==> config.mk <==
export PLATFORM = sky130hd
export DESIGN_NAME = input_multiplier
export DESIGN_NICKNAME = d
export VERILOG_FILES = /design/src/rtl/input_multiplier_pkg.sv /design/src/rtl/input_multiplier_mul10_add.sv /design/src/rtl/input_multiplier.sv
export SDC_FILE = /design/constraint.sdc
export NUM_CORES = 1
export LEC_CHECK = 0
export CORE_MARGIN = 2
export CORE_UTILIZATION = 44
export DETAILED_ROUTE_END_ITERATION = 8
export GPL_TIMING_DRIVEN = 1
export MAX_ROUTING_LAYER = met4
export PLACE_DENSITY = 0.69
export SLEW_MARGIN = 20
export SYNTH_ARGS = -nofsm -noshare
export SYNTH_HDL_FRONTEND = slang
export SYNTH_HIERARCHICAL = 1
export SYNTH_SLANG_ARGS = --single-unit
==> constraint.sdc <==
create_clock -name Clock -period 3.05 [get_ports Clock]
set_clock_uncertainty 0.05 [all_clocks]
set_input_delay 0.305 -clock Clock [delete_from_list [all_inputs] [get_ports Clock]]
set_output_delay 0.305 -clock Clock [all_outputs]
set_load 0.02 [all_outputs]
==> src/rtl/input_multiplier_pkg.sv <==
// Shared constants, state encodings and digit payload for the BCD-to-binary input converter.
package input_multiplier_pkg;

  localparam int unsigned IM_N  = 14;
  localparam int unsigned BCD_W = 4;

  typedef enum logic [2:0] {
    S_C0 = 3'd0,
    S_C1 = 3'd1,
    S_C2 = 3'd2,
    S_C3 = 3'd3,
    S_FN = 3'd4
  } state_t;

  typedef struct packed {
    logic [BCD_W-1:0] d3;
    logic [BCD_W-1:0] d2;
    logic [BCD_W-1:0] d1;
    logic [BCD_W-1:0] d0;
  } digits_t;

endpackage

==> src/rtl/input_multiplier_mul10_add.sv <==
// Combinational acc*10 + digit step; overflow output exists only when IM_OVERFLOW_EN is defined.
module input_multiplier_mul10_add
  import input_multiplier_pkg::*;
#(
  parameter int unsigned N = IM_N
) (
  input  logic [N-1:0]     acc,
  input  logic [BCD_W-1:0] digit,
  output logic [N-1:0]     sum
`ifdef IM_OVERFLOW_EN
  ,
  output logic             ovf
`endif
);

`ifdef IM_OVERFLOW_EN
  localparam int unsigned W = N + BCD_W;

  logic [W-1:0] wide;

  // Widened by 4 bits so any carry out of the low N bits is visible as overflow
  always_comb begin
    wide = (W'(acc) << 3) + (W'(acc) << 1) + W'(digit);
    sum  = wide[N-1:0];
    ovf  = |wide[W-1:N];
  end
`else
  assign sum = (acc << 3) + (acc << 1) + N'(digit);
`endif

endmodule

==> src/rtl/input_multiplier.sv <==
// Four-digit BCD to N-bit binary converter, one multiply-by-ten-and-add step per clock.
// Optional overflow reporting is enabled by defining IM_OVERFLOW_EN.
module input_multiplier
  import input_multiplier_pkg::*;
#(
  parameter int unsigned N = IM_N
) (
  input  logic             Clock,
  input  logic             Reset,
  input  logic             load,
  input  logic [BCD_W-1:0] bcd0,
  input  logic [BCD_W-1:0] bcd1,
  input  logic [BCD_W-1:0] bcd2,
  input  logic [BCD_W-1:0] bcd3,
  output logic [N-1:0]     data,
  output logic             valid,
  output logic             busy,
  output logic             overflow
);

  state_t           state, state_d;
  digits_t          dig, dig_d;
  logic [N-1:0]     acc, acc_d;
  logic [N-1:0]     data_d;
  logic             valid_d;
  logic             busy_d;
  logic [BCD_W-1:0] cur_digit;
  logic [N-1:0]     step_sum;
`ifdef IM_OVERFLOW_EN
  logic             ovf, ovf_d;
  logic             overflow_d;
  logic             step_ovf;
`endif

  // Digit consumed by the current step, most significant first
  always_comb begin
    cur_digit = dig.d0;
    case (state)
      S_C3:    cur_digit = dig.d3;
      S_C2:    cur_digit = dig.d2;
      S_C1:    cur_digit = dig.d1;
      default: cur_digit = dig.d0;
    endcase
  end

  input_multiplier_mul10_add #(.N(N)) u_step (
    .acc   (acc),
    .digit (cur_digit),
    .sum   (step_sum)
`ifdef IM_OVERFLOW_EN
    ,
    .ovf   (step_ovf)
`endif
  );

  // Next-state and next-output logic; load overrides any in-flight conversion
  always_comb begin
    state_d = state;
    dig_d   = dig;
    acc_d   = acc;
    data_d  = data;
    valid_d = 1'b0;
`ifdef IM_OVERFLOW_EN
    ovf_d      = ovf;
    overflow_d = overflow;
`endif
    if (load) begin
      dig_d   = '{d3: bcd3, d2: bcd2, d1: bcd1, d0: bcd0};
      acc_d   = '0;
      state_d = S_C3;
`ifdef IM_OVERFLOW_EN
      ovf_d = 1'b0;
`endif
    end else begin
      case (state)
        S_C3, S_C2, S_C1: begin
          acc_d   = step_sum;
          state_d = (state == S_C3) ? S_C2 : (state == S_C2) ? S_C1 : S_C0;
`ifdef IM_OVERFLOW_EN
          ovf_d = ovf | step_ovf;
`endif
        end
        S_C0: begin
          data_d  = step_sum;
          valid_d = 1'b1;
          state_d = S_FN;
`ifdef IM_OVERFLOW_EN
          overflow_d = ovf | step_ovf;
`endif
        end
        default: state_d = S_FN;
      endcase
    end
    busy_d = (state_d != S_FN);
  end

  always_ff @(posedge Clock or negedge Reset) begin
    if (!Reset) begin
      state <= S_FN;
      dig   <= '0;
      acc   <= '0;
      data  <= '0;
      valid <= 1'b0;
      busy  <= 1'b0;
`ifdef IM_OVERFLOW_EN
      ovf      <= 1'b0;
      overflow <= 1'b0;
`endif
    end else begin
      state <= state_d;
      dig   <= dig_d;
      acc   <= acc_d;
      data  <= data_d;
      valid <= valid_d;
      busy  <= busy_d;
`ifdef IM_OVERFLOW_EN
      ovf      <= ovf_d;
      overflow <= overflow_d;
`endif
    end
  end

`ifndef IM_OVERFLOW_EN
  assign overflow = 1'b0;
`endif

endmodule

---- Word level (Yosys, flattened, before mapping) ----
Cells that the tools add are included.
word-level totals
  logic and storage cells ................. 29
  flip-flop bits (word level) ............. 48
  input bits .............................. 19
cells by class
  add/sub/neg operators ................... 2
  bitwise logic cells ..................... 1
  reductions and logical operators ........ 4
  eq/ne operators ......................... 4
  multiplexer cells ....................... 9
operators with widths
  operator            number
  $mux 13             2
  $add 14x14->14      1
  $add 14x4->14       1
  $pmux 4 s3          1
  $eq 3x2->1 const B  2
  $mux 3              2
  $eq 3x1->1 const B  1
  $logic_not 3->1     1
  $mux 1              3
  $ne 3x3->1 const B  1
  $reduce_or 3->1     1
  $mux 2              1
  $reduce_and 2->1    1
  $reduce_bool 2->1   1
  $not 1->1           1

---- Longest topological paths before layout ----
  depth after elaboration ................. 6
  mapped depth ............................ 15

---- Cells and area by module ----
The synthesis kept the hierarchy.
modules (own cells, without submodules)
  module                      area an instance (um^2)  instances  cells an instance  seq. area each (um^2)
  input_multiplier            2018.2                   1          159                1227.4
  input_multiplier_mul10_add  655.6                    1          75                 0.0

---- Worst setup path after synthesis ----
Ideal clock, no wire load.
  path type ............................... register to register
  from .................................... register state[0]
  to ...................................... register data[12]
  data arrival time ....................... 2.965 ns
  data required time ...................... 2.875 ns
  clock period less this slack ............ 3.140 ns
  cell stages (with the launch flop) ...... 15
  path slack .............................. -0.090 ns
  buffers on the path ..................... 1
  cells stage by stage .................... dfrtp_1 > clkbuf_1 > nor3b_1 > a21oi_1 > o22a_2 > inv_1 > fa_1 > inv_1 > fa_1 > a21o_1 > nand4_1 > nand3_1 > a211oi_1 > xnor2_1 > mux2_2
between the ends
  longest elaborated chain between the ends .. 3
  elaborated cells between the ends (all ways) .. 7
RTL lines
  item                                             RTL line                          source
  start, declared                                  input_multiplier.sv:21            state_t state, state_d;
  start signal, assigned                           input_multiplier.sv:110           state <= state_d;
  $eq 3x1->1 / $eq 3x2->1 (equally long branches)  input_multiplier.sv:38            case (state)
  $pmux 4 s3 *                                     input_multiplier.sv:38
  net cur_digit[3]                                 input_multiplier.sv:27            logic [BCD_W-1:0] cur_digit;
  $add 14x4->14 *                                  input_multiplier_mul10_add.sv:28  assign sum = (acc << 3) + (acc << 1) + N'(digit);
  net step_sum[12]                                 input_multiplier.sv:28            logic [N-1:0] step_sum;
  end signal, assigned                             input_multiplier.sv:113           data <= data_d;
  end, declared                                    input_multiplier.sv:15            output logic [N-1:0] data,
The timed path passes the listed nets; every way through them passes the cells marked *.
A chain may end at the register's enable or synchronous reset.

---- Worst setup path in the final report ----
  from .................................... register state[1]
  to ...................................... register data[12]
The elaborated chain is that of the path after synthesis.

==> impl_metrics.ini <==
[yosys]
syn_avg_cell_area_um2 = 11.5
ys_warn_count = 6
synth_nets = 273
netlist_area_mm2 = 0.00264
synth_cells = 230

[placement]
hpwlAfterDp_mm = 3.74
gp_congestion = 0.865
pre_cts_ws_ns = -0.0599
port_buffers = 34
place_inst = 335

[floorplan]
initial_core_util_pct = 45.1
placementRows = 28
chipWidth_um = 81.4
ios = 36
coreArea_mm2 = 0.00585
dieArea_mm2 = 0.00663
die_h_um = 81.4

[routing]
drt-total-wl_mm = 5.51
wl_per_cell_um = 15.9
vias_per_cell = 5.27
route.detailed.drc = 0
vias = 1828
drt_iter0_markers = 127
drtAntennaViolNets = 0
detail_route.first_pass.iterations = 4

[power]
power_density_mw_per_mm2 = 833
comb_power_share_pct = 48.9
pwr-share-seq_pct = 33.2
p_leak_uw = 0.00151
sw_frac_of_total_pct = 37.9
vdd_drop_max_mv = 0.316
pwr-share-clk_pct = 17.9
switchingPower_uw = 1060
intPower_uw = 1730

[timing]
hold_viol_final = 47
period_share_pct = 101
period_minus_slack_ns = 3.07
max_slew_margin_pct = 60.2
drv_slew = 0
worstMarginPinSlew_ns = 0.597
hold_slack_ns = -0.0406
setup_viol = 3
rsz0062_at_grt = true
finalWorstSetupSlack_ns = -0.0230
fmax_ghz = 0.325

[worst_setup_path]
cp.arrival_ns = 3.21
critPathCaptureType = flop
cp_max_fo = 7
worstSetupStartpointType = flop
path_class = flop to flop
crit_required_ns = 3.19

[global_route]
antenna_found_initial = 0
overflow = 0
grt_max_degree = 49
grt_pass1_wl_mm = 9.09
grt_pass1_vias = 1887
grt_usage_pct = 18.5

[status]
violations = negative hold slack, negative setup slack
status = finished, violations left

[layout]
final_core_utilization_pct = 57.2
layout_common_cells = 45 x dfrtp_1, 33 x clkdlybuf4s50_1, 27 x nand2_1
final_common_cell = dfrtp_1
nNetsFinal = 314
final_cells = 347
syn_to_final_growth_pct = 27.0
n_antenna_cell = 0
drive_above_1_share_pct = 30.9

[clocking]
clk_pin_slew_worst_paths_ns = 0.09
htreeDepth = 2
cts.root.buffer_cell = clkbuf_8
cts_tree = done
clk_latency_ns = 0.30
hold_buffers = 0
numCtsBuffers = 5
cts_sinks = 48
cts_buffer_depth = 2

[flow_run]
maxCapViolations = 0

[worst_hold_path]
hp-class = input port to asynchronous set/reset pin
-- metal layers --
metal | share of wire (%) | global-route usage [%]
met3 | 3.3 | 3.78
met1 | 47 | 24.3
met4 | 1.7 | 5.25
met5 | 0 | -
met2 | 48 | 29.1
-- area by class of cell --
class | instances | area, um2
Sequential cell | 48 | 1200
Clock inverter | 1 | 30.0
Clock buffer | 7 | 96.3
Multi-Input combinational cell | 158 | 1430
Timing Repair Buffer | 48 | 450
Inverter | 10 | 37.5
Tap cell | 75 | 93.8
Fill cell | 487 | 2500
-- state kept, by name, summed over array words and instances (netlist names) --
| register | flops |
|---|---|
| acc | 13 |
| dig | 16 |
| data | 14 |
| busy | 1 |
| state | 3 |
| valid | 1 |
-- per-stage QoR --
step            TNS, ns  area [um2]  total power (uW)
6_report        -0.0374        3350              2790
2_1_floorplan         0        2650              1760
3_3_place_gp          0        3070              2140
5_1_grt           -1.29        3350              3000
4_1_cts        -0.00873        3240              2710
3_5_place_dp     -0.158        3070              2160
-- power by group through the flow --
stage               clock, uW  combinational, uW  sequential, uW
floorplan                   0                747            1010
global placement            0               1210             932
detailed placement          0               1220             939
CTS                       511               1270             929
global route              536               1510             951
finish                    499               1360             926
-- path summary, 6_finish.rpt --
path                           from       end  slack, ns  cells past startpoint
setup / recovery           state[1]  data[12]      -0.02                     13
hold / removal                Reset  data[13]      -0.04                      1
setup reg to reg           state[1]  data[12]      -0.02                     13
hold reg to reg              dig[8]    dig[8]       0.46                      1
max in group asynchronous     Reset  state[1]       2.56                      1
min in group Clock           dig[8]    dig[8]       0.46                      1
-- critical path, cell delays in order (launching register included) --
cell	delay [ns]
dfrtp_2	0.47
nor3b_2	0.17
a21oi_1	0.15
o22a_2	0.18
inv_2	0.03
fa_1	0.53
inv_2	0.07
fa_2	0.34
a21o_1	0.19
nand4_1	0.11
nand3_2	0.10
a211oi_2	0.21
xnor2_1	0.12
mux2_4	0.26
-- what timing repair did --
item                       4_1_cts  5_1_grt
resized for setup                8       17
setup endpoints to repair        6       15
pin swaps                       12        6
cloned                           0        0
setup buffers                    2        2
No activity file was read; power rests on OpenSTA's default activity.
